`config.mk`:
```
export PLATFORM = sky130hd
export DESIGN_NAME = mem_max_scan
export DESIGN_NICKNAME = d
export VERILOG_FILES = /design/src/rtl/mem_max_scan.sv
export SDC_FILE = /design/constraint.sdc
export NUM_CORES = 1
export LEC_CHECK = 0
export CAP_MARGIN = 20
export CORE_ASPECT_RATIO = 0.75
export CORE_MARGIN = 4
export CORE_UTILIZATION = 55
export CTS_BUF_LIST = sky130_fd_sc_hd__clkbuf_8
export DETAILED_ROUTE_END_ITERATION = 10
export PLACE_DENSITY_LB_ADDON = 0.2
export SYNTH_ARGS = -nofsm -noshare
export SYNTH_HDL_FRONTEND = slang
export SYNTH_SLANG_ARGS = --single-unit
```
`constraint.sdc`:
```
create_clock -name clk -period 3 [get_ports clk]
set_input_delay 0.6 -clock clk [delete_from_list [all_inputs] [get_ports clk]]
set_output_delay 0.6 -clock clk [all_outputs]
set_load 0.1 [all_outputs]
```
`src/rtl/mem_max_scan.sv`:
```
// Register-file memory (1W/1R, registered read) with a sequential max-value scan engine.
// Optional MIN_SCAN_EN adds min_val/min_idx tracked in the same scan pass.
module mem_max_scan #(
  parameter  int DATA_W = 4,
  parameter  int DEPTH  = 16,
  localparam int ADDR_W = $clog2(DEPTH)
) (
  input  logic              clk,
  input  logic              reset,
  input  logic              we,
  input  logic [ADDR_W-1:0] wr_addr,
  input  logic [DATA_W-1:0] wr_data,
  input  logic [ADDR_W-1:0] rd_addr,
  output logic [DATA_W-1:0] rd_data,
  input  logic              start,
  output logic              busy,
  output logic              done,
  output logic [DATA_W-1:0] max_val,
  output logic [ADDR_W-1:0] max_idx
`ifdef MIN_SCAN_EN
  ,
  output logic [DATA_W-1:0] min_val,
  output logic [ADDR_W-1:0] min_idx
`endif
);

  localparam logic [1:0] S_IDLE = 2'd0;
  localparam logic [1:0] S_SCAN = 2'd1;
  localparam logic [1:0] S_DONE = 2'd2;

  logic [DATA_W-1:0] mem [DEPTH];

  logic [1:0]        state;
  logic [ADDR_W-1:0] ptr;
  logic [DATA_W-1:0] acc;
  logic [ADDR_W-1:0] acc_idx;

  logic [DATA_W-1:0] cur;
  logic              take_max;
  logic              last;
  logic [DATA_W-1:0] acc_nxt;
  logic [ADDR_W-1:0] idx_nxt;

  // Contents survive reset on purpose: this is scratch storage, not state.
  always_ff @(posedge clk) begin
    if (we) mem[wr_addr] <= wr_data;
  end

  // Scan sees the word before any same-edge write lands.
  assign cur      = mem[ptr];
  assign take_max = (cur >= acc);
  assign last     = (ptr == ADDR_W'(DEPTH - 1));
  assign acc_nxt  = take_max ? cur : acc;
  assign idx_nxt  = take_max ? ptr : acc_idx;

  always_ff @(posedge clk) begin
    if (reset) begin
      state   <= S_IDLE;
      ptr     <= '0;
      acc     <= '0;
      acc_idx <= '0;
      max_val <= '0;
      max_idx <= '0;
      rd_data <= '0;
    end else begin
      rd_data <= mem[rd_addr];
      case (state)
        S_IDLE: begin
          if (start) begin
            state   <= S_SCAN;
            ptr     <= '0;
            acc     <= '0;
            acc_idx <= '0;
          end
        end
        S_SCAN: begin
          acc     <= acc_nxt;
          acc_idx <= idx_nxt;
          if (last) begin
            state   <= S_DONE;
            max_val <= acc_nxt;
            max_idx <= idx_nxt;
          end else begin
            ptr <= ptr + ADDR_W'(1);
          end
        end
        S_DONE:  state <= S_IDLE;
        default: state <= S_IDLE;
      endcase
    end
  end

  assign busy = (state == S_SCAN);
  assign done = (state == S_DONE);

`ifdef MIN_SCAN_EN
  logic [DATA_W-1:0] mn_acc;
  logic [ADDR_W-1:0] mn_idx;
  logic              take_min;
  logic [DATA_W-1:0] mn_nxt;
  logic [ADDR_W-1:0] mn_idx_nxt;

  // Strict compare keeps the lowest index among equal minima.
  assign take_min   = (cur < mn_acc);
  assign mn_nxt     = take_min ? cur : mn_acc;
  assign mn_idx_nxt = take_min ? ptr : mn_idx;

  always_ff @(posedge clk) begin
    if (reset) begin
      mn_acc  <= '1;
      mn_idx  <= '0;
      min_val <= '0;
      min_idx <= '0;
    end else begin
      if (state == S_IDLE && start) begin
        mn_acc <= '1;
        mn_idx <= '0;
      end else if (state == S_SCAN) begin
        mn_acc <= mn_nxt;
        mn_idx <= mn_idx_nxt;
        if (last) begin
          min_val <= mn_nxt;
          min_idx <= mn_idx_nxt;
        end
      end
    end
  end
`else
  // Max-only build: no min accumulator.
`endif

endmodule

```
==> impl_metrics.toml, run 1 <==
[sta]
slew_headroom_pct = 54.1
fmax_mhz = 345
finalClockSkew_ps = 8.86
maxSlewViolCount = 0
fin_crit_ps = 2900
tns_ps = 0
fin_crit_sh_pct = 96.6
setup_violations = 0
hold_viol_final = 0
worst_slew_pin_slew_ps = 683
grt_setup_unrepaired = "yes"
hold_ws_ps = 484

[cts]
htreeDepth = 3
ctsHoldBuffers = 0
clockBufferDepth = 2
clk_pin_slew_ps = 100
clkSinkCount = 94
cts_tree = "yes"
cts_buffers = 9
clockRootBuffer = "clkbuf_8"
clk_latency_ps = 360

[routing]
drc = 0
wirelength_mm = 9.38
drt_iter0_markers = 292
first_pass_iters = 4
viasPerCell = 6.35
wl_per_cell_um = 22.2
vias = 2687
antenna_left = 0

[pwr]
switching_power_w = 0.000650
internal_power_w = 0.00183
power_frac_clock_pct = 31.5
peakVddDrop_mv = 0.329
power.density_nw_per_um2 = 497
p_seq_share_pct = 57.5
p_leak_nw = 1.70
combPwrFrac_pct = 10.9
swShare_pct = 26.2

[final_layout]
final_common_cell = "edfxtp_1"
multi_input_area_um2 = 1710
nets = 338
layout_common_cells = "64 x edfxtp_1, 29 x nor2_1, 29 x dfxtp_1"
utilization_pct = 67.0
fill_cells = 513
seq_area_um2 = 2530
layout-drive-gt1-share_pct = 26.1
num_antenna_cells = 0
areaGrowthSynthToFinish_pct = 16.7

[synth]
synth.ff_latch_count = 94
synth_area_um2 = 4280
synthFlopType = "edfxtp_1"
syn-num-nets = 294
syn_area_per_cell_um2 = 15.7
yosys_warnings = 0
synthArstFlopShare_pct = 0
synth-edff-count = 64
synth_cells = 273
yosysUniqueCellTypes = 48
synth_seq_area_share_pct = 58.9

[grt]
overflow = 0
grt_pass1_vias = 2477
grt_max_degree = 18
antenna_found_initial = 0
grt_first_pass_wirelength_mm = 14.1
track_usage_pct = 20.8

[floorplanning]
start_util_pct = 57.3
die-height_um = 84.4
ios = 30
num_rows = 27
die-area_um2 = 9270
die_w_um = 110
core_um2 = 7470

[critical_path]
crit_path_end_kind = "register"
critical_path.startpoint_type = "register"
reg2reg_slack_ps = 100
cp_max_fo = 8
worstSetupPathType = "reg -> reg"
worst_path_max_delay_cell = "mux4_1"
cp_slowest_stage_delay_ps = 570
crit_chain = "buf_12 -> mux4_1 -> mux2i_2 -> mux2_4 -> inv_1 -> ha_1 -> o21ai_2 -> nor2b_4 -> buf_4 -> nor3_2 -> a2111oi_2"
critPathArrivalTime_ps = 3130
required_ps = 3230

[status]
status = "completed"

[placed_design]
dpl.hpwl_mm = 6.52
port_buffers = 29
gp_congestion = 0.872

[hold_path]
worst_hold_path_type = "reg -> reg"

[run]
maxCapViolations = 0
[layer usage]
layer | GRT usage, % | vias to the layer above | wire (um)
met2 | 28.2 | 169 | 4110
met3 | 6.84 | 16 | 1010
li1 | - | 1201 | -
met5 | 0 | - | 0
met4 | 4.76 | 0 | 125
met1 | 32.6 | 1301 | 4140
[metrics by stage]
step | area (um2) | power, W | setup slack (ps) | std cells
after floorplan | 4280 | 0.00161 | 152 | 273
after global placement | 4720 | 0.00171 | -139 | 405
after detailed placement | 4720 | 0.00171 | -252 | 405
after CTS | 4920 | 0.00248 | 10.9 | 421
after global routing | 5000 | 0.00257 | -43.5 | 423
final | 5000 | 0.00248 | 103 | 423
[critical path: cells and delay by family, from the launching register on]
| family | cells | cell delay [ps] |
|---|---|---|
| AO/OA/AOI/OAI | 2 | 220 |
| adder cells (fa/ha/maj) | 1 | 300 |
| buffers and inverters | 3 | 350 |
| multiplexers | 3 | 970 |
| AND/OR/NAND/NOR | 2 | 540 |
| flip-flops | 1 | 380 |
[final cells by class]
cell class / count / share of cell area [%]
Sequential cell: 94 / 50.5
Multi-Input combinational cell: 158 / 34.2
Timing Repair Buffer: 46 / 8.51
Tap cell: 101 / 2.53
Clock buffer: 9 / 2.48
Clock inverter: 7 / 1.15
Inverter: 8 / 0.601
[synth_stat cells (2+ instances only)]
master / count / area share [%]
nor2_1: 29 / 2.5
mux4_1: 15 / 9.2
mux2i_1: 16 / 3.7
a211oi_1: 4 / 0.70
mux2_2: 4 / 1.1
nor2b_1: 3 / 0.44
inv_1: 7 / 0.61
nand3b_1: 2 / 0.35
nand2_1: 2 / 0.18
dfxtp_1: 30 / 14
ha_1: 5 / 1.5
xnor2_1: 2 / 0.41
a2111oi_1: 2 / 0.47
o22ai_1: 4 / 0.58
nand3_1: 6 / 0.70
nor3_1: 7 / 0.82
o21ai_0: 5 / 0.58
clkbuf_1: 4 / 0.35
a311oi_1: 4 / 0.82
buf_2: 3 / 0.35
a22o_1: 7 / 1.4
buf_1: 2 / 0.18
mux4_2: 17 / 8.9
nor4_1: 2 / 0.29
edfxtp_1: 64 / 45
nand2b_1: 5 / 0.73
[flip-flops by register name, indices dropped and copies added, names as in the netlist, named ones only]
register,cells
state,2
ptr,4
acc_idx,4
mem,64
rd_data,4
max_val,4
acc,4
max_idx,4
[cells by family (layout without fill, tap and decap cells)]
logic type | Yosys count | after routing | synth area share [%]
and+or+nand+nor | 64 | 64 | 7.42
DFF | 94 | 94 | 58.9
AOI/OAI and AO/OA | 35 | 35 | 6.25
adders and majority gates | 5 | 5 | 1.46
muxes | 52 | 52 | 22.9
buffers and inverters | 21 | 70 | 2.60
xor gates and xnor gates | 2 | 2 | 0.409
[path summary, 6_finish.rpt]
path / from / end / depth (start not counted)
max: register / max_val[0] / 11
min: acc_idx[1] / acc_idx[1] / 1
min reg2reg: acc_idx[1] / acc_idx[1] / 1
max reg2reg: register / max_val[0] / 11
[power by group through the flow]
stage / Clock [W] / Combinational [W] / Sequential [W]
6_report: 0.000783 / 0.000271 / 0.00143
5_1_grt: 0.000852 / 0.000289 / 0.00143
4_1_cts: 0.000792 / 0.000257 / 0.00143
3_5_place_dp: 0 / 0.000253 / 0.00146
3_3_place_gp: 0 / 0.000248 / 0.00146
2_1_floorplan: 0 / 0.000126 / 0.00149
[repair_timing]
| item | CTS | global route |
|---|---|---|
| buffers inserted | 0 | 1 |
| cloned | 0 | 1 |
| setup endpoints to repair | 11 | 14 |
| endpoints found under the hold margin | 0 | 0 |
| pin swaps | 0 | 5 |
| resized for setup | 5 | 13 |
No activity file was read; power rests on OpenSTA's default activity.
==> run 2, diff against run 1 <==
Settings changed: CORE_ASPECT_RATIO 0.75 to default, SKIP_LAST_GASP from default to 1.
==> run 2 against run 1 <==
  * Utilization increased by 0.62 points
  * Register-to-register slack got worse by 80 ps
  * Setup slack got worse by 80 ps
  * Count of clock-buffer cells in the layout unchanged
  * Clock power increased by 12%
  * Via count decreased by 4.5%
==> impl_metrics.toml, run 2 (synthesis results as in run 1) <==
[pwr]
peakVddDrop_mv = 0.375
p_leak_nw = 1.73
power.density_nw_per_um2 = 512
power.total_w = 0.00256

[cts]
clockBufferDepth = 2
cts_tree = "yes"
clk_latency_ps = 350
htreeDepth = 3
clockRootBuffer = "clkbuf_8"
clk_pin_slew_ps = 100
cts_buffers = 9
clkSinkCount = 94
ctsHoldBuffers = 0

[critical_path]
critPathArrivalTime_ps = 3220
crit_chain = "buf_4 -> buf_4 -> mux4_1 -> mux2i_1 -> mux2_4 -> ha_1 -> nor2b_2 -> o21a_1 -> buf_4 -> nor3_1 -> buf_4 -> a2111oi_1"
reg2reg_slack_ps = 20
cp_max_fo = 6
worst_path_max_delay_cell = "mux4_1"
required_ps = 3240
reg2reg_depth = 12
worstSetupPathType = "reg -> reg"
cp_slowest_stage_delay_ps = 540
crit_path_frequent_cell = "buf_4"
r2r-end = "max_val[2]"
crit_path_end_kind = "register"
critical_path.startpoint_type = "register"

[placed_design]
port_buffers = 29
dpl.hpwl_mm = 6.09
dp_slack_ps = -175
gp_congestion = 0.835
dpl.cell_count = 409

[run]
maxCapViolations = 0

[grt]
track_usage_pct = 19.0
overflow = 0
grt_max_degree = 19
grt_first_pass_wirelength_mm = 12.9
grt_pass1_vias = 2457
antenna_found_initial = 0

[final_layout]
largest-register = "mem"
layout-drive-gt1-share_pct = 25.9
nets = 344
largest_register_ffs = 64
areaGrowthSynthToFinish_pct = 16.9
utilization_pct = 67.6
final_common_cell = "edfxtp_1"
stdcell_count = 427
num_antenna_cells = 0
layout_common_cells = "64 x edfxtp_1, 35 x buf_4, 29 x nor2_1, 29 x dfxtp_1, 17 x mux4_2"

[floorplanning]
die-height_um = 96.2
num_rows = 31
core_um2 = 7410
die-area_um2 = 9260
die_w_um = 96.2
start_util_pct = 57.8
ios = 30

[routing]
drc = 0
drt_iter0_markers = 170
wl_per_cell_um = 19.4
antenna_left = 0
viasPerCell = 6.01
wirelength_mm = 8.29
vias = 2567
first_pass_iters = 5

[hold_path]
hp-start = "acc_idx[1]"
worst_hold_path_type = "reg -> reg"
holdPathEnd = "acc_idx[1]"
whs_path_depth = 1

[sta]
maxSlewViolCount = 0
worst_slew_pin_slew_ps = 670
finalClockSkew_ps = 7.39
slew_headroom_pct = 55.0
fin_crit_sh_pct = 99.2
hold_viol_final = 0
hold_ws_ps = 486
grt_setup_unrepaired = "yes"
fin_crit_ps = 2980
setup_violations = 0
worst_slack_ps = 23.1
fmax_mhz = 336

[status]
status = "completed"
-- run 2: through the flow --
stage,cell area (um2),TNS (ps)
3_3_place_gp,4740,-469
5_1_grt,5010,-1240
4_1_cts,4970,0
3_5_place_dp,4740,-1210
6_report,5010,0
2_1_floorplan,4280,0
-- run 2: where the power goes --
| part | total (W) | internal [W] | switching (W) |
|---|---|---|---|
| Sequential | 0.00143 | 0.00141 | 0.0000184 |
| Clock | 0.000878 | 0.000405 | 0.000473 |
| Combinational | 0.000257 | 0.000108 | 0.000149 |
-- run 2: cell type report --
class	instances	area, um2
fill	496	2400
inverter	8	30.0
timing repair buffer	52	429
tap	99	124
multi-input combinational	158	1690
sequential	94	2520
clock buffer	9	124
clock inverter	7	87.6
-- run 2: how the worst max path moves through the flow --
stage	startpoint	to	slack, ps	cells after the start
floorplan	register	acc[1]	150	11
finish	register	max_val[2]	20	12
global placement	register	acc[2]	-70	10
detailed placement	register	acc[1]	-180	10
global route	register	max_idx[2]	-110	12
CTS	register	max_val[2]	2	12
-- run 2: routing by layer --
| layer | up-vias | track usage [%] | wire length, um | share of wire, % |
|---|---|---|---|---|
| met2 | 63 | 31.5 | 4110 | 50 |
| li1 | 1207 | - | - | - |
| met4 | 0 | 6.28 | 142 | 1.7 |
| met3 | 10 | 3.21 | 352 | 4.2 |
| met5 | - | 0 | 0 | 0 |
| met1 | 1287 | 25.7 | 3680 | 44 |
-- run 2: worst max-delay path: cells and delay by family, from the launching register on --
kind	cells	cell delay [ps]
mux	3	970
compound gates	2	560
simple gates	2	180
fa+ha+maj	1	230
buf+inv	4	550
flops	1	370
-- run 2: what timing repair did --
item | CTS | global route
cloned | 0 | 1
pin swaps | 0 | 1
resized for setup | 5 | 8
buffers inserted | 0 | 1
endpoints found under the setup margin | 10 | 16
==> run 3, diff against run 2 <==
Settings changed: HOLD_SLACK_MARGIN from default to 0.06.
==> results of run 3 <==
Final layout, timing and power as in run 2 (identical DEF).
